## src/rtl/mdu_iterative.sv

```systemverilog
// Iterative RV32M multiply/divide unit: one quotient/product bit per cycle,
// start/ready/done handshake, flushable from the hazard unit.
module mdu_iterative #(
    parameter int WIDTH     = 32,
    parameter bit EARLY_OUT = 1'b1
) (
    input  logic             clk,
    input  logic             rst,
    input  logic             start,
    input  logic             flush,
    input  logic [2:0]       funct3,
    input  logic [WIDTH-1:0] a,
    input  logic [WIDTH-1:0] b,
    output logic             ready,
    output logic             busy,
    output logic             done,
    output logic [WIDTH-1:0] result
);

    localparam int CW = $clog2(WIDTH + 1);
    localparam logic [CW-1:0]    CNT_LOAD = CW'(WIDTH);
    localparam logic [CW-1:0]    CNT_ONE  = CW'(1);
    localparam logic [WIDTH-1:0] MIN_NEG  = {1'b1, {(WIDTH-1){1'b0}}};

    typedef enum logic [1:0] {S_IDLE, S_CALC, S_DONE} state_t;

    state_t           state, state_nxt;
    logic [2:0]       op;
    logic [CW-1:0]    cnt;
    logic [WIDTH-1:0] opd;
    logic [WIDTH-1:0] acc_hi;
    logic [WIDTH-1:0] acc_lo;
    logic             neg_main;
    logic             neg_rem;
    logic             dz;

    function automatic logic [WIDTH-1:0] negate(input logic [WIDTH-1:0] x);
        return ~x + {{(WIDTH-1){1'b0}}, 1'b1};
    endfunction

    // Undo the magnitude-only iteration: restore signs and pick the output half.
    function automatic logic [WIDTH-1:0] sign_fix(
        input logic [2:0]       f,
        input logic [WIDTH-1:0] hi,
        input logic [WIDTH-1:0] lo,
        input logic             nm,
        input logic             nr,
        input logic             z
    );
        logic [2*WIDTH-1:0] prod;
        logic [WIDTH-1:0]   q;
        logic [WIDTH-1:0]   r;
        prod = {hi, lo};
        if (nm)
            prod = ~prod + {{(2*WIDTH-1){1'b0}}, 1'b1};
        q = nm ? negate(lo) : lo;
        if (z)
            q = '1;
        r = nr ? negate(hi) : hi;
        case (f)
            3'b000:                 return prod[WIDTH-1:0];
            3'b001, 3'b010, 3'b011: return prod[2*WIDTH-1:WIDTH];
            3'b100, 3'b101:         return q;
            default:                return r;
        endcase
    endfunction

    function automatic logic [WIDTH-1:0] special_res(
        input logic [2:0]       f,
        input logic             z,
        input logic [WIDTH-1:0] x
    );
        if (z)
            return f[1] ? x : '1;
        return f[1] ? '0 : x;
    endfunction

    // Operand decode on the accept edge
    logic             accept;
    logic             a_signed, b_signed;
    logic             sa, sb;
    logic [WIDTH-1:0] abs_a, abs_b;
    logic             in_div, in_dz, in_ovf, early;

    assign accept   = (state == S_IDLE) && start && !flush;
    assign a_signed = (funct3 == 3'b001) || (funct3 == 3'b010) ||
                      (funct3 == 3'b100) || (funct3 == 3'b110);
    assign b_signed = (funct3 == 3'b001) || (funct3 == 3'b100) || (funct3 == 3'b110);
    assign sa       = a_signed && ($signed(a) < 0);
    assign sb       = b_signed && ($signed(b) < 0);
    assign abs_a    = sa ? negate(a) : a;
    assign abs_b    = sb ? negate(b) : b;
    assign in_div   = funct3[2];
    assign in_dz    = in_div && (b == '0);
    assign in_ovf   = in_div && !funct3[0] && (a == MIN_NEG) && (&b);
    assign early    = EARLY_OUT && (in_dz || in_ovf);

    // One iteration step: shift-add for multiply, restoring subtract for divide
    logic [WIDTH:0]   mul_sum;
    logic [WIDTH:0]   div_sh;
    logic             div_ge;
    logic [WIDTH-1:0] div_diff;
    logic [WIDTH-1:0] hi_nxt, lo_nxt;

    always_comb begin
        mul_sum  = {1'b0, acc_hi} + (acc_lo[0] ? {1'b0, opd} : {(WIDTH+1){1'b0}});
        div_sh   = {acc_hi, acc_lo[WIDTH-1]};
        div_ge   = div_sh >= {1'b0, opd};
        div_diff = div_sh[WIDTH-1:0] - opd;
        if (op[2]) begin
            hi_nxt = div_ge ? div_diff : div_sh[WIDTH-1:0];
            lo_nxt = {acc_lo[WIDTH-2:0], div_ge};
        end else begin
            hi_nxt = mul_sum[WIDTH:1];
            lo_nxt = {mul_sum[0], acc_lo[WIDTH-1:1]};
        end
    end

    always_ff @(posedge clk) begin
        if (rst)
            state <= S_IDLE;
        else
            state <= state_nxt;
    end

    always_comb begin
        state_nxt = state;
        case (state)
            S_IDLE: if (start && !flush) state_nxt = early ? S_DONE : S_CALC;
            S_CALC: begin
                if (flush)
                    state_nxt = S_IDLE;
                else if (cnt == CNT_ONE)
                    state_nxt = S_DONE;
            end
            S_DONE:  state_nxt = S_IDLE;
            default: state_nxt = S_IDLE;
        endcase
    end

    always_comb begin
        ready = 1'b0;
        busy  = 1'b0;
        done  = 1'b0;
        case (state)
            S_IDLE:  ready = 1'b1;
            S_CALC:  busy  = 1'b1;
            S_DONE:  done  = 1'b1;
            default: ready = 1'b0;
        endcase
    end

    always_ff @(posedge clk) begin
        if (rst) begin
            op       <= '0;
            cnt      <= '0;
            opd      <= '0;
            acc_hi   <= '0;
            acc_lo   <= '0;
            neg_main <= 1'b0;
            neg_rem  <= 1'b0;
            dz       <= 1'b0;
            result   <= '0;
        end else if (accept) begin
            op       <= funct3;
            cnt      <= CNT_LOAD;
            neg_main <= sa ^ sb;
            neg_rem  <= sa;
            dz       <= in_dz;
            acc_hi   <= '0;
            opd      <= in_div ? abs_b : abs_a;
            acc_lo   <= in_div ? abs_a : abs_b;
            if (early)
                result <= special_res(funct3, in_dz, a);
        end else if (state == S_CALC && !flush) begin
            acc_hi <= hi_nxt;
            acc_lo <= lo_nxt;
            cnt    <= cnt - CNT_ONE;
            if (cnt == CNT_ONE)
                result <= sign_fix(op, hi_nxt, lo_nxt, neg_main, neg_rem, dz);
        end
    end

endmodule
```

## config.mk

```make
export PLATFORM = sky130hd
export DESIGN_NAME = mdu_iterative
export DESIGN_NICKNAME = d
export VERILOG_FILES = /design/src/rtl/mdu_iterative.sv
export SDC_FILE = /design/constraint.sdc
export NUM_CORES = 1
export LEC_CHECK = 0
export ABC_CLOCK_PERIOD_IN_PS = 6630
export BUFFER_PORTS_ARGS = -buffer_cell sky130_fd_sc_hd__buf_2
export CORE_ASPECT_RATIO = 1.75
export CORE_MARGIN = 2
export CORE_UTILIZATION = 63
export CTS_CLUSTER_DIAMETER = 30
export CTS_CLUSTER_SIZE = 10
export DETAILED_ROUTE_END_ITERATION = 10
export GPL_TIMING_DRIVEN = 0
export PLACE_DENSITY = 0.91
export SETUP_SLACK_MARGIN = 0.5
export SYNTH_ARGS = -nofsm -noshare
export SYNTH_HDL_FRONTEND = slang
export SYNTH_SLANG_ARGS = --single-unit
```

## constraint.sdc

```tcl
create_clock -name clk -period 6.63 [get_ports clk]
set_input_delay 0.9945 -clock clk [delete_from_list [all_inputs] [get_ports clk]]
set_output_delay 0.9945 -clock clk [all_outputs]
set_load 0.005 [all_outputs]
```

==> results of run 1 <==
==> routing by layer <==
layer	overflow	global-route usage [%]
met1	2	73.2
met2	157	91.4
met3	4	55.7
met4	88	74.6
met5	0	13.3
==> kinds of logic after synthesis <==
| logic type | share of synthesized area [%] |
|---|---|
| AND/OR/NAND/NOR | 25.8 |
| flip-flops | 17.9 |
| XOR/XNOR | 9.50 |
| buffers and inverters | 5.20 |
| multiplexers | 3.40 |
| adder cells (fa/ha/maj) | 5.85 |
| AO/OA/AOI/OAI | 32.3 |
==> repair_timing <==
| action | 4_1_cts |
|---|---|
| hold buffers | 0 |
| pin swaps | 2 |
| resized for setup | 27 |
| setup buffers | 4 |
| endpoints found under the setup margin | 16 |
==> per-stage QoR <==
stage | setup TNS [ns] | hold slack (ns) | util, % | instances
2_1_floorplan | 0 | 0.440 | - | 2278
3_3_place_gp | -11.13 | 0.461 | 67.8 | 2691
3_5_place_dp | -11.40 | 0.469 | 67.8 | 2692
4_1_cts | 0 | 0.477 | 70.9 | 2728
==> impl_metrics.json, run 1 <==
{
  "outcome": "aborted with a tool error",
  "lastStage": "global routing",
  "error": "[ERROR GRT-0116] Global routing finished with congestion. Check the congestion regions in the DRC Viewer.",
  "grt_usage_pct": 73.6,
  "yosys-top-cells-count": "267 x nor2_1, 248 x nand2_1, 236 x a21oi_1",
  "grt_pass1_wl_mm": 151,
  "netlist_area_um2": 15900,
  "yosys_warnings": 0,
  "die_h_um": 214,
  "cts_buffer_depth": 2,
  "pre_cts_ws_ns": -1.24,
  "place_congestion": 1.28,
  "async_flop_share_pct": 0,
  "htreeDepth": 4,
  "synth.most_common_cell": "nor2_1",
  "io_buffers": 101,
  "initial_utilization_pct": 64.2,
  "synth_flop_cell": "dfxtp_1",
  "grt_pass1_vias": 22044,
  "root_buffer": "clkbuf_16",
  "placed_cell_area_um2": 16800,
  "synth_seq_cells": 142,
  "hpwl_mm": 63.3,
  "gr-total-overflow": 251,
  "avgSynthCellArea_um2": 6.96,
  "grt_max_degree": 17,
  "synth_top_area_share_pct": 17.9,
  "io_pins": 106,
  "yosysTopAreaCell": "dfxtp_1",
  "synth_enable_flop_cells": 0,
  "die_x_um": 124,
  "rows": 76,
  "cts_buffers": 17,
  "synth_cell_type_count": 96,
  "postSynthCellCount": 2278,
  "syn-num-nets": 2422,
  "cts_sinks": 142,
  "seq_area_frac_synth_pct": 17.9,
  "synth_area_leaders": "dfxtp_1 18%, a21oi_1 7.4%, nor2_1 6.3%"
}
==> run 2, diff against run 1 <==
Settings changed: CORE_ASPECT_RATIO 1.75 to default, CORE_UTILIZATION 63 to 40, CTS_CLUSTER_DIAMETER 30 to default, CTS_CLUSTER_SIZE 10 to default, PLACE_DENSITY 0.91 to default, PLACE_DENSITY_LB_ADDON from default to 0.15, SETUP_SLACK_MARGIN 0.5 to default.
==> impl_metrics.json, run 2 <==
{
  "endpoint_kind": "register",
  "rows": 72,
  "final_area_um2": 17800,
  "reg2reg_from": "opd[29]$_SDFFE_PP0P_",
  "yosys-top-cells-count": "267 x nor2_1, 248 x nand2_1, 236 x a21oi_1",
  "yosysTopAreaCell": "dfxtp_1",
  "synthAdderAreaFrac_pct": 5.85,
  "yosys_warnings": 0,
  "hp-start": "opd[2]$_SDFFE_PP0P_",
  "htreeDepth": 4,
  "synth_top_area_share_pct": 17.9,
  "drtIter0Drc": 2324,
  "finalNetCount": 2542,
  "cts_buffer_depth": 2,
  "setup_viol_count_final": 0,
  "netlist_area_um2": 15900,
  "synth_enable_flop_cells": 0,
  "syn2layout_area_growth_pct": 12.5,
  "postSynthCellCount": 2278,
  "crit_path_start_kind": "register",
  "initial_utilization_pct": 40.8,
  "hold_buffers": 0,
  "io_pins": 106,
  "firstDrtPassIters": 6,
  "worstRegToRegCells": 19,
  "rrSetupSlack_ns": 0.03,
  "cts_buffers": 17,
  "drv_slew": 0,
  "root_buffer": "clkbuf_16",
  "post-place-cells": 2898,
  "antenna_cells": 0,
  "final.period_utilization_pct": 99.5,
  "dieArea_um2": 41300,
  "synth_xor_area_share_pct": 9.50,
  "critPathKind": "register to register",
  "synth_seq_cells": 142,
  "grt_max_degree": 20,
  "grt_antenna_before_repair": 2,
  "grt_pass1_vias": 17589,
  "cpPeakStageDelay_ns": 0.67,
  "grt_usage_pct": 40.3,
  "layout_commonest_cell": "nor2_1",
  "vdd.ir_drop.worst_uv": 157,
  "hold_end": "opd[2]$_SDFFE_PP0P_",
  "ant_nets": 0,
  "r2r-end": "result[26]$_SDFFE_PP0P_",
  "stdcell_count": 2929,
  "clk_latency_ns": 0.48,
  "async_flop_share_pct": 0,
  "placed_cell_area_um2": 17000,
  "tns_ns": 0,
  "hold_depth": 2,
  "drive_gt1_share_pct": 11.0,
  "vias": 18992,
  "cp_max_fo": 10,
  "syn-num-nets": 2422,
  "timing.fmax_ghz": 0.152,
  "cp.arrival_ns": 7.00,
  "cap_violations": 0,
  "p_leak_uw": 0.00672,
  "muxShareOfSynthArea_pct": 3.40,
  "setup_slack_ns": 0.0318,
  "grt_pass1_wl_mm": 121,
  "hpwl_mm": 69.2,
  "synth-simple-area-share_pct": 25.8,
  "cpMaxStageDelayCell": "or4_4",
  "crit_required_ns": 7.04,
  "synth_compound_area_share_pct": 32.3,
  "cts_tree": "yes",
  "slew_headroom_pct": 1.21,
  "hp-class": "register to register",
  "synth_area_leaders": "dfxtp_1 18%, a21oi_1 7.4%, nor2_1 6.3%",
  "finClkSkew_ns": 0.0167,
  "die_h_um": 203,
  "pre_cts_ws_ns": -1.10,
  "seq_area_frac_synth_pct": 17.9,
  "powerDensity_nw_per_um2": 191,
  "finalHoldViolations": 0,
  "outcome": "completed",
  "synth_flop_cell": "dfxtp_1",
  "path_cells": "inv_1 > ha_1 > nand3_1 > nor4b_4 > a21o_1 > clkbuf_1 > o31a_1 > o31ai_4 > inv_2 > ha_1 > inv_1 > a2111o_1 > nand4b_2 > or4_4 > o41ai_2 > xnor2_1 > a221oi_4 > a211oi_1 > nor3_2",
  "worst_pin_slew_ns": 1.48,
  "n_fill_cell": 4167,
  "cts_sinks": 142,
  "synth_cell_type_count": 96,
  "avgSynthCellArea_um2": 6.96,
  "die_x_um": 203,
  "total_power_uw": 3410,
  "core_um2": 38900,
  "final_cell_mix": "265 x nor2_1, 248 x nand2_1, 234 x a21oi_1, 142 x o21ai_0, 140 x dfxtp_1",
  "wl_per_cell_um": 28.8,
  "gr-total-overflow": 0,
  "synth.most_common_cell": "nor2_1",
  "synth_top_family_by_area": "compound AO/OA/AOI/OAI gates",
  "drc": 0,
  "cts.clk_slew.worst_paths_ns": 0.06,
  "place_congestion": 1.05,
  "io_buffers": 101,
  "fin_crit_ns": 6.60,
  "routed_wl_mm": 84.5,
  "vias_per_cell": 6.48
}
run 2: cell counts after synthesis:
Identical to the previous run, type by type.
run 2: layout make-up:
class	count	area, um2	area share [%]
inverters	62	234	1.31
clock buffers	18	439	2.46
well taps	518	648	3.63
repair buffers	103	520	2.92
plain buffers	147	599	3.36
flip-flops and latches	142	2850	15.9
multi-input cells	1925	12300	69.0
clock inverters	14	238	1.33
run 2: per-stage QoR:
step,utilization (%),hold slack [ns]
floorplan,-,0.440
global placement,43.7,0.458
detailed placement,43.8,0.460
CTS,45.6,0.468
global route,45.9,0.513
finish,45.9,0.469
run 2: timing repair:
item | in CTS | in global routing
endpoints found under the hold margin | 0 | 0
cloned | 0 | 0
gates resized for setup | 11 | 22
setup buffers | 0 | 1
endpoints found under the setup margin | 14 | 13
run 2: worst max-delay path by stage:
stage                                     from                      end  cells past startpoint
after floorplan             op[2]$_SDFFE_PP0P_  result[26]$_SDFFE_PP0P_                     23
after global placement      op[2]$_SDFFE_PP0P_  result[26]$_SDFFE_PP0P_                     23
after detailed placement    op[2]$_SDFFE_PP0P_  result[26]$_SDFFE_PP0P_                     23
after CTS                   op[2]$_SDFFE_PP0P_  result[26]$_SDFFE_PP0P_                     22
after global routing      opd[29]$_SDFFE_PP0P_  result[26]$_SDFFE_PP0P_                     19
final                     opd[29]$_SDFFE_PP0P_  result[26]$_SDFFE_PP0P_                     19
run 2: kinds of logic after synthesis:
group / count (synthesis)
DFF: 142
and+or+nand+nor: 848
buffers and inverters: 211
AOI/OAI and AO/OA: 782
adders and majority gates: 73
muxes: 50
xor gates and xnor gates: 172
run 2: where the power goes:
group,total (uW),switching [uW],leakage (uW),internal (uW)
Clock,1150,432,0.000331,715
Sequential,938,51.2,0.00115,887
Combinational,1320,913,0.00523,411
Total,3410,1400,0.00672,2010
run 2: critical path, delay by kind of cell, from the launching register on:
family / cells / cell delay [ns]
adder cells (fa/ha/maj): 2 / 0.67
AND/OR/NAND/NOR: 5 / 1.92
XOR/XNOR: 1 / 0.16
AO/OA/AOI/OAI: 7 / 2.24
buffers and inverters: 4 / 1.01
flip-flops: 1 / 0.52
run 2: per-layer routing:
| layer | vias up | wire length [um] | track usage [%] |
|---|---|---|---|
| met5 | - | 25 | 0 |
| met4 | 4 | 4440 | 19.3 |
| met3 | 205 | 8870 | 8.72 |
| met2 | 1090 | 36100 | 61.9 |
| met1 | 9077 | 35100 | 53.6 |
| li1 | 8616 | - | - |
No activity file was read; power rests on OpenSTA's default activity.
==> run 3, diff against run 2 <==
Settings changed: CORE_UTILIZATION 40 to 30.
==> impl_metrics.json, run 3 (synthesized netlist as in run 2, its figures left out) <==
{
  "clk_latency_ns": 0.47,
  "htreeDepth": 4,
  "cp.arrival_ns": 6.92,
  "io_buffers": 101,
  "hpwl_mm": 70.9,
  "grt_pass1_vias": 17465,
  "timing.hold.ws_ns": 0.485,
  "outcome": "completed",
  "dieArea_um2": 54700,
  "wl_per_cell_um": 27.8,
  "die_x_um": 234,
  "vias_per_cell": 6.07,
  "cts_tree": "yes",
  "cap_violations": 0,
  "cts_sinks": 142,
  "vdd.ir_drop.worst_uv": 112,
  "drc": 0,
  "hp-class": "register to register",
  "powerDensity_nw_per_um2": 184,
  "placed_cell_area_um2": 17200,
  "routed_wl_mm": 86.3,
  "timing.fmax_ghz": 0.152,
  "cp_max_fo": 10,
  "drtIter0Drc": 1874,
  "fin_crit_ns": 6.60,
  "die_h_um": 234,
  "drv_slew": 0,
  "p_leak_uw": 0.00667,
  "stdcell_count": 3100,
  "grt_antenna_before_repair": 4,
  "cts_buffers": 17,
  "crit_required_ns": 6.95,
  "cts_buffer_depth": 2,
  "finalNetCount": 2541,
  "grt_pass1_wl_mm": 123,
  "vias": 18832,
  "endpoint_kind": "register",
  "cts.clk_slew.worst_paths_ns": 0.07,
  "layout_commonest_cell": "nor2_1",
  "rows": 84,
  "worst_pin_slew_ns": 1.39,
  "post-place-cells": 3068,
  "grt_max_degree": 20,
  "critPathKind": "register to register",
  "fin_util_pct": 34.3,
  "grt_usage_pct": 31.0,
  "initial_utilization_pct": 30.2,
  "final.period_utilization_pct": 99.5,
  "place_congestion": 1.03,
  "io_pins": 106,
  "crit_path_start_kind": "register",
  "root_buffer": "clkbuf_16",
  "ant_nets": 0,
  "drive_gt1_share_pct": 11.0,
  "syn2layout_area_growth_pct": 13.5,
  "firstDrtPassIters": 8,
  "finalHoldViolations": 0,
  "gr-total-overflow": 0,
  "core_um2": 52400,
  "final_cell_mix": "265 x nor2_1, 248 x nand2_1, 233 x a21oi_1, 142 x o21ai_0, 141 x dfxtp_1",
  "finClkSkew_ns": 0.0147,
  "setup_viol_count_final": 0,
  "slew_headroom_pct": 6.87,
  "final_area_um2": 18000
}
==> run 3: area by class of cell <==
cell class / instances / area (um2)
antenna: 2 / 5.00
fill: 5781 / 34400
inverter: 62 / 234
clock buffer: 21 / 450
multi-input combinational: 1925 / 12300
clock inverter: 11 / 156
tap: 688 / 861
timing repair buffer: 104 / 528
buffer: 145 / 591
sequential: 142 / 2840
==> run 3: worst paths after layout <==
path	from	end	slack (ns)	depth (start not counted)
setup / recovery	opd[29]$_SDFFE_PP0P_	result[10]$_SDFFE_PP0P_	0.03	20
hold / removal	opd[2]$_SDFFE_PP0P_	opd[2]$_SDFFE_PP0P_	0.49	2
setup reg to reg	opd[29]$_SDFFE_PP0P_	result[10]$_SDFFE_PP0P_	0.03	20
hold reg to reg	opd[2]$_SDFFE_PP0P_	opd[2]$_SDFFE_PP0P_	0.49	2
==> run 3: stage by stage <==
stage	setup slack (ns)	setup TNS [ns]	total power [uW]
2_1_floorplan	1.31	0	1730
3_3_place_gp	-1.36	-11.62	2210
3_5_place_dp	-1.27	-10.42	2210
4_1_cts	0.0350	0	3260
5_1_grt	-0.0460	-0.0803	3420
6_report	0.0323	0	3320
==> run 3: power breakdown <==
group / total, uW / leakage [uW] / internal, uW / switching (uW)
Clock: 1060 / 0.000290 / 607 / 449
Combinational: 1320 / 0.00523 / 411 / 910
Sequential: 938 / 0.00115 / 886 / 51.6
==> run 3: what timing repair did <==
action                     CTS  global route
setup buffers                0             2
gates resized for setup     15            20
hold buffers                 0             0
pin swaps                    0             1
setup endpoints to repair   15            12
hold endpoints to repair     0             0
==> run 3: worst max-delay path: stages (launching register included) <==
cell,delay (ns)
dfxtp_1,0.54
inv_1,0.10
ha_1,0.41
nand3_1,0.29
nor4b_4,0.48
nand3b_1,0.27
a31oi_4,0.34
buf_2,0.36
nor4_1,0.10
o31ai_2,0.73
inv_2,0.27
ha_1,0.32
inv_1,0.16
a2111o_1,0.18
nand4b_2,0.24
or3_1,0.15
clkbuf_1,0.31
o21ai_0,0.19
xnor2_1,0.22
a221oi_1,0.60
o22ai_1,0.17
==> run 3: metal layers <==
layer | global-route usage (%) | up-vias | part of all wire, %
met2 | 49.4 | 879 | 45
met4 | 13.9 | 0 | 4.7
met3 | 3.87 | 158 | 7.2
met1 | 41.9 | 9177 | 44
met5 | 0 | - | 0
li1 | - | 8618 | -
